## config.mk

```make
export PLATFORM = sky130hd
export DESIGN_NAME = game_sequencer_flat
export DESIGN_NICKNAME = d
export VERILOG_FILES = /design/src/rtl/car_game_pkg.sv /design/src/rtl/game_sequencer_if.sv /design/src/rtl/game_sequencer_frame_timer.sv /design/src/rtl/game_sequencer.sv /design/src/flat_wrapper.sv
export SDC_FILE = /design/constraint.sdc
export NUM_CORES = 1
export LEC_CHECK = 0
export ABC_AREA = 1
export CORE_MARGIN = 2
export CORE_UTILIZATION = 50
export CTS_CLUSTER_DIAMETER = 120
export CTS_CLUSTER_SIZE = 24
export DETAILED_ROUTE_END_ITERATION = 16
export GPL_ROUTABILITY_DRIVEN = 0
export HOLD_SLACK_MARGIN = 0.06
export PLACE_DENSITY = 0.73
export SETUP_SLACK_MARGIN = 0.1
export SLEW_MARGIN = 20
export SYNTH_ARGS = -nofsm -noshare
export SYNTH_HDL_FRONTEND = slang
export SYNTH_SLANG_ARGS = --single-unit
```

## constraint.sdc

```tcl
create_clock -name clk -period 7.7 [get_ports clk]
set_input_delay 1.54 -clock clk [delete_from_list [all_inputs] [get_ports clk]]
set_output_delay 1.54 -clock clk [all_outputs]
set_load 0.005 [all_outputs]
```

## src/rtl/car_game_pkg.sv

```systemverilog
// ---------------------------------------------------------------------------
// car_game_pkg : shared state encodings and default constants for the car game
// Revision     : 1.0
// ---------------------------------------------------------------------------
`default_nettype none

package car_game_pkg;

  typedef enum logic [2:0] {
    ST_IDLE      = 3'd0,
    ST_COUNTDOWN = 3'd1,
    ST_PLAY      = 3'd2,
    ST_HIT       = 3'd3,
    ST_OVER      = 3'd4
  } state_t;

  localparam logic [19:0] DEF_SPEED_INIT = 20'h1FFFF;
  localparam logic [19:0] DEF_SPEED_STEP = 20'h02000;
  localparam logic [19:0] DEF_SPEED_MIN  = 20'h05000;

  localparam int                FCNT_W  = 8;
  localparam logic [FCNT_W-1:0] CD_BAND = 8'd60;

  // Digit shown during the countdown; the band is fixed at 60 frames
  function automatic logic [1:0] countdown_digit(input logic [FCNT_W-1:0] f);
    if (f < CD_BAND)
      return 2'd3;
    else if (f < (CD_BAND + CD_BAND))
      return 2'd2;
    else
      return 2'd1;
  endfunction

endpackage

`default_nettype wire

```

## src/rtl/game_sequencer_if.sv

```systemverilog
// ---------------------------------------------------------------------------
// game_sequencer_if : player/collision inputs and game-flow outputs bundle
// Revision          : 1.0
// ---------------------------------------------------------------------------
`default_nettype none

interface game_sequencer_if;
  import car_game_pkg::*;

  logic        start;
  logic        frame_tick;
  logic        collision;
  logic        traffic_passed;
  state_t      state;
  logic        game_active;
  logic        game_over;
  logic [19:0] speed;
  logic [15:0] score;
  logic [1:0]  lives;
  logic [1:0]  countdown;
  logic        flash;

  modport master (
    output start, frame_tick, collision, traffic_passed,
    input  state, game_active, game_over, speed, score, lives, countdown, flash
  );

  modport slave (
    input  start, frame_tick, collision, traffic_passed,
    output state, game_active, game_over, speed, score, lives, countdown, flash
  );

endinterface

`default_nettype wire

```

## src/rtl/game_sequencer_frame_timer.sv

```systemverilog
// ---------------------------------------------------------------------------
// frame_timer : frame-tick counter wrapping at LIMIT-1, with synchronous clear
// Revision    : 1.0
// ---------------------------------------------------------------------------
`default_nettype none

module frame_timer #(
  parameter int WIDTH = 8,
  parameter int LIMIT = 180
) (
  input  wire logic             clk,
  input  wire logic             rst,
  input  wire logic             clear,
  input  wire logic             enable,
  input  wire logic             frame_tick,
  output logic [WIDTH-1:0]      count_next,
  output logic                  terminal
);

  localparam logic [WIDTH-1:0] LAST = WIDTH'(LIMIT - 1);

  logic [WIDTH-1:0] count;

  assign terminal = (count == LAST);

  // Next value is exported so callers can register outputs decoded from it
  always_comb begin
    count_next = count;
    if (clear)
      count_next = '0;
    else if (enable && frame_tick)
      count_next = terminal ? '0 : count + 1'b1;
  end

  always_ff @(posedge clk or posedge rst) begin
    if (rst)
      count <= '0;
    else
      count <= count_next;
  end

endmodule

`default_nettype wire

```

## src/rtl/game_sequencer.sv

```systemverilog
// ---------------------------------------------------------------------------
// game_sequencer : car-game flow FSM with lives, score and traffic speed ramp
// Revision       : 1.0
// ---------------------------------------------------------------------------
`default_nettype none

module game_sequencer
  import car_game_pkg::*;
#(
  parameter int          COUNTDOWN_FRAMES = 180,
  parameter int          HIT_FRAMES       = 90,
  parameter int          LIVES_INIT       = 3,
  parameter logic [19:0] SPEED_INIT       = DEF_SPEED_INIT,
  parameter logic [19:0] SPEED_STEP       = DEF_SPEED_STEP,
  parameter logic [19:0] SPEED_MIN        = DEF_SPEED_MIN,
  parameter int          LEVEL_PTS        = 10
) (
  input  wire logic      clk,
  input  wire logic      rst,
  game_sequencer_if.slave bus
);

  localparam logic [1:0]  LIVES_LOAD = 2'(LIVES_INIT);
  localparam logic [15:0] LEVEL_DIV  = 16'(LEVEL_PTS);

  state_t            cur_state, next_state;
  logic              start_q, start_rise, load_game;
  logic [FCNT_W-1:0] cd_next, hit_next;
  logic              cd_terminal, hit_terminal;
  logic [15:0]       score, score_inc;
  logic [19:0]       speed, speed_dec;
  logic [20:0]       speed_diff;
  logic [1:0]        lives;
  logic              level_up;
  logic              game_active_d, game_over_d, flash_d;
  logic [1:0]        countdown_d;

  assign start_rise = bus.start & ~start_q;
  assign load_game  = start_rise && (cur_state == ST_IDLE || cur_state == ST_OVER);

  // Each timer idles at zero outside its own phase, so entry always starts at frame 0
  frame_timer #(.WIDTH(FCNT_W), .LIMIT(COUNTDOWN_FRAMES)) u_cd_timer (
    .clk        (clk),
    .rst        (rst),
    .clear      (cur_state != ST_COUNTDOWN),
    .enable     (1'b1),
    .frame_tick (bus.frame_tick),
    .count_next (cd_next),
    .terminal   (cd_terminal)
  );

  frame_timer #(.WIDTH(FCNT_W), .LIMIT(HIT_FRAMES)) u_hit_timer (
    .clk        (clk),
    .rst        (rst),
    .clear      (cur_state != ST_HIT),
    .enable     (1'b1),
    .frame_tick (bus.frame_tick),
    .count_next (hit_next),
    .terminal   (hit_terminal)
  );

  always_ff @(posedge clk or posedge rst) begin
    if (rst) begin
      cur_state       <= ST_IDLE;
      start_q         <= 1'b0;
      bus.game_active <= 1'b0;
      bus.game_over   <= 1'b0;
      bus.countdown   <= 2'd0;
      bus.flash       <= 1'b0;
    end else begin
      cur_state       <= next_state;
      start_q         <= bus.start;
      bus.game_active <= game_active_d;
      bus.game_over   <= game_over_d;
      bus.countdown   <= countdown_d;
      bus.flash       <= flash_d;
    end
  end

  always_comb begin
    next_state = cur_state;
    case (cur_state)
      ST_IDLE, ST_OVER: if (start_rise) next_state = ST_COUNTDOWN;
      ST_COUNTDOWN:     if (bus.frame_tick && cd_terminal) next_state = ST_PLAY;
      ST_PLAY:          if (bus.collision) next_state = (lives == 2'd1) ? ST_OVER : ST_HIT;
      ST_HIT:           if (bus.frame_tick && hit_terminal) next_state = ST_COUNTDOWN;
      default:          next_state = ST_IDLE;
    endcase
  end

  always_comb begin
    game_active_d = (next_state == ST_PLAY);
    game_over_d   = (next_state == ST_OVER);
    countdown_d   = (next_state == ST_COUNTDOWN) ? countdown_digit(cd_next) : 2'd0;
    flash_d       = (next_state == ST_HIT) && ((hit_next & 8'h08) != '0);
  end

  // Subtraction widened by one bit so a borrow shows up as underflow
  assign score_inc  = (score == 16'hFFFF) ? score : score + 16'd1;
  assign level_up   = (score_inc != 16'd0) && ((score_inc % LEVEL_DIV) == 16'd0);
  assign speed_diff = {1'b0, speed} - {1'b0, SPEED_STEP};
  assign speed_dec  = (speed_diff[20] || speed_diff[19:0] < SPEED_MIN) ? SPEED_MIN
                                                                       : speed_diff[19:0];

  always_ff @(posedge clk or posedge rst) begin
    if (rst) begin
      score <= 16'd0;
      lives <= LIVES_LOAD;
      speed <= SPEED_INIT;
    end else if (load_game) begin
      score <= 16'd0;
      lives <= LIVES_LOAD;
      speed <= SPEED_INIT;
    end else if (cur_state == ST_PLAY) begin
      if (bus.collision) begin
        lives <= lives - 2'd1;
      end else if (bus.traffic_passed) begin
        score <= score_inc;
        if (level_up)
          speed <= speed_dec;
      end
    end
  end

  assign bus.state = cur_state;
  assign bus.score = score;
  assign bus.lives = lives;
  assign bus.speed = speed;

endmodule

`default_nettype wire

```

## src/flat_wrapper.sv

```systemverilog
// flat-port wrapper written by rule: the top's interface ports become plain ports
module game_sequencer_flat import car_game_pkg::*;
#(
  parameter int          COUNTDOWN_FRAMES = 180,
  parameter int          HIT_FRAMES       = 90,
  parameter int          LIVES_INIT       = 3,
  parameter logic [19:0] SPEED_INIT       = DEF_SPEED_INIT,
  parameter logic [19:0] SPEED_STEP       = DEF_SPEED_STEP,
  parameter logic [19:0] SPEED_MIN        = DEF_SPEED_MIN,
  parameter int          LEVEL_PTS        = 10
)
  (clk, rst, bus_start, bus_frame_tick, bus_collision, bus_traffic_passed, bus_state, bus_game_active, bus_game_over, bus_speed, bus_score, bus_lives, bus_countdown, bus_flash);
  game_sequencer_if bus_i ();
  input  wire logic clk;
  input  wire logic rst;
  input wire logic [$bits(bus_i.start)-1:0] bus_start;
  input wire logic [$bits(bus_i.frame_tick)-1:0] bus_frame_tick;
  input wire logic [$bits(bus_i.collision)-1:0] bus_collision;
  input wire logic [$bits(bus_i.traffic_passed)-1:0] bus_traffic_passed;
  output wire logic [$bits(bus_i.state)-1:0] bus_state;
  output wire logic [$bits(bus_i.game_active)-1:0] bus_game_active;
  output wire logic [$bits(bus_i.game_over)-1:0] bus_game_over;
  output wire logic [$bits(bus_i.speed)-1:0] bus_speed;
  output wire logic [$bits(bus_i.score)-1:0] bus_score;
  output wire logic [$bits(bus_i.lives)-1:0] bus_lives;
  output wire logic [$bits(bus_i.countdown)-1:0] bus_countdown;
  output wire logic [$bits(bus_i.flash)-1:0] bus_flash;
  assign bus_i.start = bus_start;
  assign bus_i.frame_tick = bus_frame_tick;
  assign bus_i.collision = bus_collision;
  assign bus_i.traffic_passed = bus_traffic_passed;
  assign bus_state = bus_i.state;
  assign bus_game_active = bus_i.game_active;
  assign bus_game_over = bus_i.game_over;
  assign bus_speed = bus_i.speed;
  assign bus_score = bus_i.score;
  assign bus_lives = bus_i.lives;
  assign bus_countdown = bus_i.countdown;
  assign bus_flash = bus_i.flash;
  game_sequencer #(.COUNTDOWN_FRAMES(COUNTDOWN_FRAMES), .HIT_FRAMES(HIT_FRAMES), .LIVES_INIT(LIVES_INIT), .SPEED_INIT(SPEED_INIT), .SPEED_STEP(SPEED_STEP), .SPEED_MIN(SPEED_MIN), .LEVEL_PTS(LEVEL_PTS)) u_core (.clk(clk), .rst(rst), .bus(bus_i));
endmodule
```

After elaboration in Yosys (flattened, before gate mapping)
Cells that the tools add are included.
Storage, ports and cells
  bits in registers: 63
  logic and storage cells: 86
  output and inout port bits: 46
  input bits: 6
Cells by class
  multiplexer cells: 29
  magnitude comparators: 3
  add/sub/neg operators: 5
  reduce and logical (&&, ||, !) cells: 19
  div/mod/pow operators: 1
  bitwise logic cells: 2
  equality and inequality tests: 15
Operators with widths (number)
  2-to-1 mux 20 bit: 6
  2-to-1 mux 16 bit: 5
  2-to-1 mux 8 bit: 6
  subtractor 20 x 14 -> 21 bit (second input constant): 1
  < comparator 20 x 15 -> 1 bit (second input constant): 1
  adder 16 x 1 -> 16 bit (second input constant): 1
  adder 8 x 1 -> 8 bit (second input constant): 2
  == test 16 bit (second input constant): 1
  logical NOT 16 bit: 1
  modulo 16 x 4 -> 16 bit (second input constant): 1
  nonzero test 16 bit: 1
  2-to-1 mux 3 bit: 5
  == test 3 x 2 -> 1 bit (second input constant): 4
  2-to-1 mux 2 bit: 6
  case mux 3 bit (4 select lines): 1
  nonzero test 2 bit: 5
  == test 8 x 7 -> 1 bit (second input constant): 1
  == test 8 bit (second input constant): 1
  < comparator 8 x 6 -> 1 bit (second input constant): 1
  < comparator 8 x 7 -> 1 bit (second input constant): 1
  == test 3 x 1 -> 1 bit (second input constant): 2
  == test 3 bit (second input constant): 2
  logical AND 1 bit: 5
  AND reduction 4 bit: 1
  other kinds (12): 13

Longest topological paths before layout
  depth after elaboration: 10
  mapped depth: 70
  depth with buffers taken out: 70

Modules after synthesis
From an unflattened synthesis, not the netlist that was laid out.
Second synthesis, totals
  cells, all modules: 660
  area, all modules: 4486.8 sq um
By module, submodules not included
  game_sequencer: area each 3502.1 sq um, seq. area each 910.9 sq um, instances 1, cells an instance 531
  frame_timer (u_core.u_cd_timer): area each 493.0 sq um, seq. area each 200.2 sq um, instances 1, cells an instance 66
  frame_timer (u_core.u_hit_timer): area each 491.7 sq um, seq. area each 200.2 sq um, instances 1, cells an instance 63

Least setup slack after synthesis
OpenSTA, ideal clock, no wires.
  path kind: reg-to-reg
  start: register u_core.score[1], in the netlist u_core.bus.score[1]
  end: register u_core.speed[19], in the netlist u_core.bus.speed[19]
  cell stages (with the launch flop): 65
  arrival time: 5.744 ns
  data required time: 7.583 ns
  library setup time: 0.117 ns
  setup slack: 1.839 ns
  period minus slack after synthesis: 5.861 ns
  path buffers: 1
  cells stage by stage: dfrtp_1 > ha_1 > nand2_1 > nor2_4 > nand2_2 > nor2_4 > buf_6 > inv_2 > nand4_2 > nand3_2 > nand2_4 > nand2_2 > nand2_1 > nand3_2 > nand2_2 > nand2_2 > nand2_1 > nand2_2 > (+29 left out) > nand2_4 > nand2_4 > nand2_1 > nand2_1 > inv_1 > ha_1 > inv_1 > nor2_1 > nand3_1 > nand3_4 > nand2_1 > nand2_1 > nor3_1 > nand3_1 > nand2_4 > nand2_4 > nand2_1 > nand2_1
Between the ends
  cells in the longest elaborated chain, start to end: 7
  elaborated cells on any way between the ends: 9
  those cells by class: add/sub: 1; div: 1; eq/ne: 1; mux: 1; reduce/logical: 5
Ends and longest elaborated chain
  start: declaration: RTL line game_sequencer.sv:30  | logic [15:0] score, score_inc;
  start signal: assignment: RTL line game_sequencer.sv:118  | score <= score_inc;
  adder 16 x 1 -> 16 bit or == test 16 bit (tied branches): RTL line game_sequencer.sv:99  | assign score_inc = (score == 16'hFFFF) ? score : score + 16'd1;
  2-to-1 mux 16 bit (*): RTL line game_sequencer.sv:99
  modulo 16 x 4 -> 16 bit: RTL line game_sequencer.sv:100  | assign level_up = (score_inc != 16'd0) && ((score_inc % LEVEL_DIV) == 16'd0);
  logical NOT 16 bit: RTL line game_sequencer.sv:100
  logical AND 1 bit (*): RTL line game_sequencer.sv:100
  nonzero test 2 bit (no line) (*)
  AND reduction 4 bit (no line) (*)
  end signal: assignment: RTL line game_sequencer.sv:120  | speed <= speed_dec;
  end: declaration: RTL line game_sequencer.sv:31  | logic [19:0] speed, speed_dec;
Every way passes the cells marked *; elsewhere a longest branch is shown, timed or not.
A chain may end at the register's enable or synchronous reset.

Worst setup path after layout
Same ends and word-level chain as after synthesis.

==> flow_summary.ini <==
[timing]
timing_max_transition_violations_final = 0
fmaxAchievable_mhz = 149
rsz0062_at_grt = no
setup_violations = 0
finalSetupTns_ns = 0
worst-slew-pin-transition_ns = 0.832
fin_crit_ns = 6.72
hold_viol = 0
worst_slew_margin_rel_pct = 44.4
layout_worst_path_cycle_share_pct = 87.3
finalClockSkew_ns = 0.00833

[yosys]
syn-instance-count = 636
synth.area.mux_share_pct = 0
synth_edf_count = 0
yosys_most_used_dff = dfrtp_1
synth_area_leader_cell = dfrtp_1
yosysMostFrequentCell = nand2_1
synth_adder_area_share_pct = 2.30
avgSynthCellArea_um2 = 6.84
share_of_the_synthesized_area_in_compound_gates_ao_oa_aoi_oai_pct = 9.49
synth-xor-area-share_pct = 4.37
syn-cell-area_um2 = 4350
yosys.cell_types.count = 42
yosys_warnings = 0
synth.yosys.seq_area_share_pct = 30.1
largest_family_of_logic_cells_by_synthesized_area = simple AND/OR/NAND/NOR gates
nets_in_the_synthesized_netlist = 650
synth.top_cell.area_share_pct = 25.3
yosys.area_share.simple_pct = 41.9
synth.area.top_cells = dfrtp_1 25%, nand2_1 13%, nand3_1 9.6%
synth.cells.most_frequent = 148 x nand2_1, 87 x inv_1, 83 x nand3_1, 55 x nor2_1, 44 x dfrtp_1
postSynthRegisterBits = 52
synth-async-reset-ratio_pct = 100

[grt]
track_usage_pct = 21.3
first_global_vias = 3983
grt_pass1_wl_um = 17200
number_of_antenna_violations_at_the_first_check_in_global_routing = 0
maximum_number_of_pins_on_one_net_before_global_route_repair = 53
grt_overflow = 0

[clocking]
root_buffer = clkbuf_8
clock_sinks = 52
cts_tree = built
path_clk_slew_ns = 0.09
clock_path_buffers = 2
clock_latency_ns = 0.31
cts_max_level = 2
cts_repair_resize_count = 0
cts_buf_count = 5

[floorplan]
floorplan.rows = 34
chipWidth_um = 97.3
placeable_core_region_um2 = 8590
initial_utilization_pct = 50.6
io_pins = 52
die_area_um2 = 9460
dieHeight_um = 97.3

[critical_path]
crit_start_category = flop
cpMostUsedCell = nand2_1
worstSetupPathType = reg -> reg
crit_arrival_ns = 6.91
crit_buf_inv = 8
critPathTopFamily = simple AND/OR/NAND/NOR gates
end_kind = flop
worst_path_largest_cell_delay_ns = 0.45
cp_max_fo = 9
timing.critical_path.required_ns = 7.89
critical-path-slowest-cell = dfrtp_1

[detailed_routing]
antenna_violating_nets_post_route = 0
drcViolationCount = 0
post_drt_via_cell_ratio = 5.32
drt-total-wl_um = 10100
drt_first_iter_violations = 196
drt_pass1_iterations = 5
route.detailed.wl_per_inst_um = 12.7
route.vias.total = 4196

[layout]
area_of_the_multi_input_gates_um2 = 2530
n_antenna_cell = 0
fill_cells = 807
ff_latch_area_um2 = 1310
syn2layout_area_growth_pct = 14.9
layout-drive-gt1-share_pct = 14.1
fin_nets = 694

[hold_path]
worst_hold_path_type = reg -> reg

[outcome]
result_of_the_run = complete, no violations

[place]
dp_hpwl_um = 7810
io_buffers = 51

[flow_run]
maxCapViolations = 0
flip-flops by register name, summed over array words and instances (netlist names):
register,count
u_core.bus.speed,9
u_core.bus.lives,2
u_core.bus.game_active,1
u_core.u_cd_timer.count,8
u_core.start_q,1
u_core.bus.game_over,1
u_core.bus.state,3
u_core.bus.countdown,2
u_core.bus.flash,1
u_core.bus.score,16
u_core.u_hit_timer.count,8
what timing repair did:
action	in CTS	in global routing
hold buffers	0	0
endpoints found under the setup margin	0	6
buffers inserted	0	3
logic make-up after synthesis:
logic type | count (synthesis)
simple gates | 371
buf+inv | 121
compound gates | 64
flops | 52
xor+xnor | 20
fa+ha+maj | 8
cells in the final DEF (no fill, tap or decap), types with 2 or more instances in the layout:
master | synthesis | routed
nand2_4 | 11 | 11
nor4_1 | 4 | 4
xor2_1 | 14 | 14
o32ai_1 | 2 | 2
xnor2_1 | 5 | 5
nand2_2 | 20 | 20
nand3_2 | 11 | 11
o21ai_2 | 4 | 4
o21ai_1 | 4 | 4
a32o_1 | 2 | 2
nor2_4 | 2 | 2
buf_4 | 11 | 4
nand4_1 | 12 | 12
nor2_1 | 55 | 55
o211ai_1 | 2 | 2
nor3_1 | 14 | 14
nor2_2 | 4 | 4
o22ai_1 | 14 | 14
o21ai_0 | 18 | 18
clkdlybuf4s50_1 | 0 | 51
clkbuf_8 | 0 | 6
inv_2 | 16 | 17
dfrtp_1 | 44 | 44
a21oi_2 | 3 | 3
dfstp_2 | 8 | 8
inv_1 | 87 | 86
nand4_2 | 2 | 2
nand2_1 | 148 | 148
nand3_1 | 83 | 83
a21oi_1 | 10 | 10
ha_1 | 8 | 8
layer usage:
metal | wire length (um) | up-vias | part of all wire [%] | global-route usage (%)
met5 | 0 | - | 0 | 0
met4 | 162 | 0 | 1.6 | 5.88
met3 | 465 | 18 | 4.6 | 2.88
met2 | 4690 | 111 | 47 | 36.1
met1 | 4740 | 1920 | 47 | 28.7
li1 | - | 2147 | - | -
cell type report:
cell class                 instances  area share (%)
sequential                        52            26.2
tap                              108            2.70
multi-input combinational        463            50.6
timing repair buffer              55            10.8
clock buffer                       7            1.73
clock inverter                     1           0.175
inverter                         103            7.74
per-stage QoR:
step,hold slack [ns],cell area [um^2],std cells,setup slack (ns),utilization [%]
2_1_floorplan,0.449,4350,636,1.84,-
3_3_place_gp,0.456,4880,778,1.28,56.8
3_5_place_dp,0.456,4880,778,0.988,56.8
4_1_cts,0.468,4970,786,0.952,57.9
5_1_grt,0.484,5000,789,0.149,58.1
6_report,0.466,5000,789,0.981,58.1
path summary, 6_finish.rpt:
path	from	end	slack (ns)	cells after the start
worst max-delay path	u_core.bus.score[1]$_DFFE_PP0P_	u_core.bus.speed[19]$_DFFE_PP0P_	0.98	66
worst min-delay path	u_core.bus.speed[12]$_DFFE_PP1P_	u_core.bus.speed[12]$_DFFE_PP1P_	0.47	2
worst max register to register	u_core.bus.score[1]$_DFFE_PP0P_	u_core.bus.speed[19]$_DFFE_PP0P_	0.98	66
min in group asynchronous	rst	u_core.u_hit_timer.count[3]$_DFF_PP0_	1.71	3
max in group asynchronous	rst	u_core.bus.score[10]$_DFFE_PP0P_	5.52	3
worst min register to register	u_core.bus.speed[12]$_DFFE_PP1P_	u_core.bus.speed[12]$_DFFE_PP1P_	0.47	2
tightest hold or removal path, cell delays in order (launching register included):
cell	delay, ns
dfstp_2	0.38
inv_1	0.04
nand2_1	0.04
Power is left out: the tool's default activity adds up to more than one toggle a clock period on the data nets, which glitch-free logic cannot reach.
